$ cat src/rtl/split_data_pkg.sv
// Shared VDMA definitions for the read-path splitter and the write-path combiner.
package split_data_pkg;

  typedef enum logic [1:0] {
    IDLE,
    RUN,
    TAIL
  } splitState_t;

  // The buffer must hold one full word on top of a residual of at most ISIZE-1 bits.
  function automatic int calcBw(input int isize, input int osize);
    return osize + isize - 1;
  endfunction

  function automatic int calcCntWidth(input int bw);
    return $clog2(bw + 1);
  endfunction

endpackage

$ cat src/rtl/split_data_if.sv
// Valid/ready stream bundle with an end-of-line marker, used on both sides of split_data.
interface split_data_if #(
  parameter int W = 24
) ();

  logic         valid;
  logic         ready;
  logic         last;
  logic [W-1:0] data;

  modport master (output valid, output data, output last, input ready);
  modport slave  (input valid, input data, input last, output ready);

endinterface

$ cat src/rtl/split_data_oreg.sv
// Two-entry skid register that retimes the pixel stream; its ready is a flop, not a path from downstream.
module split_data_oreg #(
  parameter int W = 24
) (
  input  logic         clock,
  input  logic         rst,
  input  logic         i_clear,
  input  logic         i_valid,
  output logic         o_ready,
  input  logic [W-1:0] i_data,
  input  logic         i_last,
  output logic         o_valid,
  input  logic         i_ready,
  output logic [W-1:0] o_data,
  output logic         o_last
);

  logic [W-1:0] r_data0;
  logic [W-1:0] r_data1;
  logic         r_last0;
  logic         r_last1;
  logic [1:0]   r_count;
  logic         w_push;
  logic         w_pop;

  assign o_ready = (r_count != 2'd2);
  assign o_valid = (r_count != 2'd0);
  assign o_data  = r_data0;
  assign o_last  = r_last0 && o_valid;
  assign w_push  = i_valid && o_ready;
  assign w_pop   = o_valid && i_ready;

  always_ff @(posedge clock) begin
    if (rst || i_clear) begin
      r_data0 <= '0;
      r_data1 <= '0;
      r_last0 <= 1'b0;
      r_last1 <= 1'b0;
      r_count <= 2'd0;
    end else begin
      case ({w_push, w_pop})
        2'b10: begin
          if (r_count == 2'd0) begin
            r_data0 <= i_data;
            r_last0 <= i_last;
          end else begin
            r_data1 <= i_data;
            r_last1 <= i_last;
          end
          r_count <= r_count + 2'd1;
        end
        2'b01: begin
          r_data0 <= r_data1;
          r_last0 <= r_last1;
          r_count <= r_count - 2'd1;
        end
        2'b11: begin
          // Head leaves while a new pixel arrives; occupancy is unchanged.
          if (r_count == 2'd1) begin
            r_data0 <= i_data;
            r_last0 <= i_last;
          end else begin
            r_data0 <= r_data1;
            r_last0 <= r_last1;
            r_data1 <= i_data;
            r_last1 <= i_last;
          end
        end
        default: ;
      endcase
    end
  end

endmodule

$ cat src/rtl/split_data.sv
// Read-path width converter: OSIZE-bit memory words in, ISIZE-bit pixels out, MSB first.
// Define SPLIT_DATA_OREG_EN to register the pixel outputs through split_data_oreg (+1 cycle latency).
module split_data
  import split_data_pkg::*;
#(
  parameter int ISIZE = 24,
  parameter int OSIZE = 256
) (
  input  logic          clock,
  input  logic          rst,
  input  logic          ialign,
  split_data_if.slave   i_word,
  split_data_if.master  o_pix
);

  localparam int BW = calcBw(ISIZE, OSIZE);
  localparam int CW = calcCntWidth(BW);
  localparam logic [CW-1:0] ISZ = CW'(ISIZE);
  localparam logic [CW-1:0] OSZ = CW'(OSIZE);

  if (ISIZE > OSIZE || ISIZE < 1) begin : g_cfgCheck
    $error("split_data: ISIZE must lie in 1..OSIZE");
  end

  splitState_t      r_state;
  splitState_t      w_stateNext;
  logic [BW-1:0]    r_buf;
  logic [BW-1:0]    w_bufNext;
  logic [BW-1:0]    w_bufShift;
  logic [BW-1:0]    w_wordAligned;
  logic [CW-1:0]    r_cnt;
  logic [CW-1:0]    w_cntNext;
  logic [CW-1:0]    w_cntShift;
  logic             w_ovalid;
  logic             w_olast;
  logic             w_oready;
  logic             w_iready;
  logic             w_pop;
  logic             w_push;
  logic [ISIZE-1:0] w_odata;

  assign w_ovalid = (int'(r_cnt) >= ISIZE);
  assign w_odata  = r_buf[BW-1 -: ISIZE];
  assign w_olast  = (r_state == TAIL) && (int'(r_cnt) < 2 * ISIZE) && w_ovalid;
  assign w_pop    = w_ovalid && w_oready;

  // Accept a word only once the residual left after this cycle's pop is below one pixel.
  assign w_iready = !rst && !ialign && (r_state != TAIL) &&
                    ((int'(r_cnt) < ISIZE) || ((int'(r_cnt) < 2 * ISIZE) && w_pop));
  assign w_push   = i_word.valid && w_iready;
  assign i_word.ready = w_iready;

  assign w_wordAligned = BW'(i_word.data) << (BW - OSIZE);

  always_comb begin
    w_bufShift  = w_pop ? (r_buf << ISIZE) : r_buf;
    w_cntShift  = w_pop ? (r_cnt - ISZ) : r_cnt;
    w_bufNext   = w_bufShift;
    w_cntNext   = w_cntShift;
    w_stateNext = r_state;
    if (ialign) begin
      w_bufNext   = '0;
      w_cntNext   = '0;
      w_stateNext = IDLE;
    end else if (w_push) begin
      // Bits below the valid region are always zero, so the new word can simply be ORed in.
      w_bufNext   = w_bufShift | (w_wordAligned >> w_cntShift);
      w_cntNext   = w_cntShift + OSZ;
      w_stateNext = i_word.last ? TAIL : RUN;
    end else if ((r_state == TAIL) && w_pop && (int'(w_cntShift) < ISIZE)) begin
      w_bufNext   = '0;
      w_cntNext   = '0;
      w_stateNext = IDLE;
    end
  end

  always_ff @(posedge clock) begin
    if (rst) begin
      r_state <= IDLE;
      r_buf   <= '0;
      r_cnt   <= '0;
    end else begin
      r_state <= w_stateNext;
      r_buf   <= w_bufNext;
      r_cnt   <= w_cntNext;
    end
  end

`ifdef SPLIT_DATA_OREG_EN
  logic             w_regValid;
  logic             w_regLast;
  logic [ISIZE-1:0] w_regData;

  split_data_oreg #(
    .W(ISIZE)
  ) u_oreg (
    .clock   (clock),
    .rst     (rst),
    .i_clear (ialign),
    .i_valid (w_ovalid),
    .o_ready (w_oready),
    .i_data  (w_odata),
    .i_last  (w_olast),
    .o_valid (w_regValid),
    .i_ready (o_pix.ready),
    .o_data  (w_regData),
    .o_last  (w_regLast)
  );

  assign o_pix.valid = w_regValid;
  assign o_pix.data  = w_regData;
  assign o_pix.last  = w_regLast;
`else
  assign w_oready    = o_pix.ready;
  assign o_pix.valid = w_ovalid;
  assign o_pix.data  = w_odata;
  assign o_pix.last  = w_olast;
`endif

endmodule
$ cat src/flat_wrapper.sv
// flat-port wrapper written by rule: the top's interface ports become plain ports
module split_data_flat import split_data_pkg::*;
#(
  parameter int ISIZE = 24,
  parameter int OSIZE = 256
)
  (clock, rst, ialign, i_word_valid, i_word_data, i_word_last, i_word_ready, o_pix_valid, o_pix_data, o_pix_last, o_pix_ready);
  split_data_if i_word_i ();
  split_data_if o_pix_i ();
  input  logic clock;
  input  logic rst;
  input  logic ialign;
  input wire logic [$bits(i_word_i.valid)-1:0] i_word_valid;
  input wire logic [$bits(i_word_i.data)-1:0] i_word_data;
  input wire logic [$bits(i_word_i.last)-1:0] i_word_last;
  output wire logic [$bits(i_word_i.ready)-1:0] i_word_ready;
  output wire logic [$bits(o_pix_i.valid)-1:0] o_pix_valid;
  output wire logic [$bits(o_pix_i.data)-1:0] o_pix_data;
  output wire logic [$bits(o_pix_i.last)-1:0] o_pix_last;
  input wire logic [$bits(o_pix_i.ready)-1:0] o_pix_ready;
  assign i_word_i.valid = i_word_valid;
  assign i_word_i.data = i_word_data;
  assign i_word_i.last = i_word_last;
  assign i_word_ready = i_word_i.ready;
  assign o_pix_valid = o_pix_i.valid;
  assign o_pix_data = o_pix_i.data;
  assign o_pix_last = o_pix_i.last;
  assign o_pix_i.ready = o_pix_ready;
  split_data #(.ISIZE(ISIZE), .OSIZE(OSIZE)) u_core (.clock(clock), .rst(rst), .ialign(ialign), .i_word(i_word_i), .o_pix(o_pix_i));
endmodule
$ cat config.mk
export PLATFORM = sky130hd
export DESIGN_NAME = split_data_flat
export DESIGN_NICKNAME = d
export VERILOG_FILES = /design/src/rtl/split_data_pkg.sv /design/src/rtl/split_data_if.sv /design/src/rtl/split_data_oreg.sv /design/src/rtl/split_data.sv /design/src/flat_wrapper.sv
export SDC_FILE = /design/constraint.sdc
export NUM_CORES = 1
export LEC_CHECK = 0
export ABC_AREA = 1
export BUFFER_PORTS_ARGS = -buffer_cell sky130_fd_sc_hd__clkbuf_2
export CORE_AREA = 2 2 295 151
export CTS_BUF_LIST = sky130_fd_sc_hd__clkbuf_4 sky130_fd_sc_hd__clkbuf_8
export DETAILED_ROUTE_END_ITERATION = 6
export DIE_AREA = 0 0 297 153
export GPL_ROUTABILITY_DRIVEN = 0
export SYNTH_ARGS = -nofsm -noshare
export SYNTH_HDL_FRONTEND = slang
export SYNTH_SLANG_ARGS = --single-unit
$ cat constraint.sdc
create_clock -name clock -period 3.8 [get_ports clock]
set_input_delay 0.57 -clock clock [delete_from_list [all_inputs] [get_ports clock]]
set_output_delay 0.57 -clock clock [all_outputs]
set_load 0.02 [all_outputs]
==> results.sh <==
export IMPL_status="finished clean"
export IMPL_die_x_um=297
export IMPL_clock_sinks=287
export IMPL_start_util_pct=26.6
export IMPL_p_clk_share_pct=43.6
export IMPL_cts_clk_slew_worst_paths_ns=0.07
export IMPL_drt_drc_violations_left=0
export IMPL_rr_endpoint="u_core.r_buf[6]"
export IMPL_synthesis_nets=1524
export IMPL_numPortBuffers=56
export IMPL_grt_pass1_wl_mm=42.3
export IMPL_htree_levels=2
export IMPL_final_setup_tns_ns=0
export IMPL_area_growth_pct=13.3
export IMPL_detailedRoute_firstPassIterationCount=6
export IMPL_worst_r2r_cell_count=11
export IMPL_pwr_share_seq_pct=50.1
export IMPL_final_cell_mix="nand2_1, dfxtp_1, a21oi_1"
export IMPL_peakVddDrop_mv=0.270
export IMPL_path_max_fanout=55
export IMPL_finalSetupViolCount=0
export IMPL_final_common_cell="nand2_1"
export IMPL_core_rowCount=54
export IMPL_overflow=0
export IMPL_cts_setup_buffers=0
export IMPL_yosysSeqAreaShare_pct=50.3
export IMPL_num_fill_cells=4635
export IMPL_nets=1510
export IMPL_worst_setup_path_type="register to register"
export IMPL_p_sw_share_pct=24.7
export IMPL_power_density_nw_per_um2=472
export IMPL_worstMarginPinSlew_ns=1.20
export IMPL_antenna_found_initial=0
export IMPL_drv_cap=0
export IMPL_yosys_register_bits=287
export IMPL_r2r_setup_slack_ns=0.96
export IMPL_cts_tree="built"
export IMPL_synth_ff_type="dfxtp_1"
export IMPL_grt_max_degree=256
export IMPL_yosysWarnings=0
export IMPL_ctsResizeCount=0
export IMPL_netSwitchingPower_mw=1.51
export IMPL_drt_iter0_drc=776
export IMPL_syn_instance_count=1493
export IMPL_vias_per_cell=4.44
export IMPL_hold_buffers=0
export IMPL_crit_path_end_kind="register"
export IMPL_startpoint="u_core.r_cnt[4]"
export IMPL_internal_power_mw=4.61
export IMPL_async_flop_share_pct=0
export IMPL_ant_nets=0
export IMPL_grt_pass1_vias=8425
export IMPL_n_antenna_cell=0
export IMPL_min_period_ns=2.84
export IMPL_slew_violations=0
export IMPL_grt_use_total_pct=11.1
export IMPL_crit_required_ns=4.26
export IMPL_dieArea_um2=45400
export IMPL_place_hpwl_mm=16.1
export IMPL_synth_cell_type_count=33
export IMPL_cts_buffers=41
export IMPL_final_layout_size_suffix_gt1_share_pct=12.1
export IMPL_vias=9315
export IMPL_clock_path_buffers=3
export IMPL_maxSlewHeadroom_pct=19.8
export IMPL_p_leak_nw=4.49
export IMPL_worstReg2RegStart="u_core.r_cnt[4]"
export IMPL_finalHoldViolCount=0
export IMPL_drt_wirelength_per_cell_um=12.1
export IMPL_pin_count=57
export IMPL_synth_edf_count=0
export IMPL_core_area_um2=43000
export IMPL_layout_setup_ws_ns=0.958
export IMPL_finClkSkew_ns=0.0359
export IMPL_hold_class="input pin to register"
export IMPL_cts_root_buf="clkbuf_8"
export IMPL_critPathCapture="u_core.r_buf[6]"
export IMPL_arrival_ns=3.30
export IMPL_place_ws_ns=1.02
export IMPL_timing_final_crit_share_pct=74.8
export IMPL_syn_area_per_cell_um2=7.66
export IMPL_cp_start_kind="register"
export IMPL_clk_latency_ns=0.57
export IMPL_synth_area_um2=11400
export IMPL_rsz0062_at_grt="no"
export IMPL_chipHeight_um=153
export IMPL_routed_wl_mm=25.4
export IMPL_comb_power_share_pct=6.4
export IMPL_clock_fmax_mhz=352
Yosys cell counts, types with 5 or more instances:
master	instances	share of area [%]
buf_2	24	1.1
dfxtp_1	287	50
a211oi_1	74	4.9
clkbuf_1	67	2.2
nor3_1	17	0.74
a21oi_1	173	7.6
a211oi_2	19	2.1
inv_1	94	3.1
buf_4	33	2.2
nand3_1	53	2.3
nor2_1	161	5.3
o211ai_1	14	0.92
nand4_1	5	0.27
o21ai_0	32	1.4
nand2_1	410	13
flip-flops by register name, summed over array words and instances (netlist names):
register        cells
u_core.r_buf      279
u_core.r_cnt        6
u_core.r_state      2
logic make-up (layout without fill, tap and decap cells):
group / after synthesis / in the layout / synth area share (%)
AOI/OAI and AO/OA: 316 / 316 / 17.2
xor gates and xnor gates: 3 / 3 / 0.230
adders and majority gates: 1 / 1 / 0.109
buffers and inverters: 226 / 243 / 8.83
DFF: 287 / 287 / 50.3
and+or+nand+nor: 660 / 660 / 23.3
per-stage QoR:
| step | power, mW | instance area [µm²] | hold WS, ns | util [%] | cells |
|---|---|---|---|---|---|
| 2_1_floorplan | 3.42 | 11400 | 0.437 | - | 1493 |
| 3_3_place_gp | 3.52 | 12000 | 0.448 | 28.0 | 2024 |
| 3_5_place_dp | 3.52 | 12000 | 0.451 | 28.0 | 2024 |
| 4_1_cts | 6.20 | 13000 | 0.241 | 30.1 | 2098 |
| 5_1_grt | 6.39 | 13000 | 0.252 | 30.1 | 2098 |
| 6_report | 6.12 | 13000 | 0.274 | 30.1 | 2098 |
worst min-delay path by stage:
stage                            from                end  depth (start not counted)
floorplan           u_core.r_buf[202]  u_core.r_buf[202]                          2
global placement    u_core.r_buf[105]  u_core.r_buf[129]                          2
detailed placement  u_core.r_buf[122]  u_core.r_buf[146]                          2
CTS                       i_word_last  u_core.r_state[1]                          3
global route              i_word_last  u_core.r_state[1]                          3
finish                    i_word_last  u_core.r_state[1]                          3
worst max-delay path, cell delays in order, from the launching register on:
cell and delay, ns:
dfxtp_1 0.39, ha_1 0.20, inv_1 0.11, nand3_4 0.17, nand2_8 0.16, inv_8 0.29
nand2_1 0.15, o21ai_4 0.15, nand3_2 0.28, nor2_2 0.51, nand3_1 0.13, a21oi_1 0.18
per-layer routing:
layer  vias to the layer above  GRT usage (%)  wire (µm)
li1                       4822              -          -
met1                      4247           17.2      13900
met2                       205           14.2       9390
met3                        41           3.58       1840
met4                         0           2.65        331
met5                         -              0          0
area by class of cell:
type                       instances  area (µm²)  share of cell area [%]
inverter                          97         372                    2.87
clock buffer                      67         866                    6.68
clock inverter                     7        60.1                   0.464
sequential                       287        5750                    44.4
tap                              588         736                    5.68
timing repair buffer              72         475                    3.67
multi-input combinational        980        4700                    36.3
power by group through the flow:
stage | combinational [mW] | sequential, mW | clock, mW
CTS | 0.391 | 3.06 | 2.75
detailed placement | 0.389 | 3.13 | 0
global placement | 0.386 | 3.13 | 0
floorplan | 0.294 | 3.12 | 0
finish | 0.391 | 3.06 | 2.66
global route | 0.439 | 3.06 | 2.88
Power figures use the tool's default switching activity.
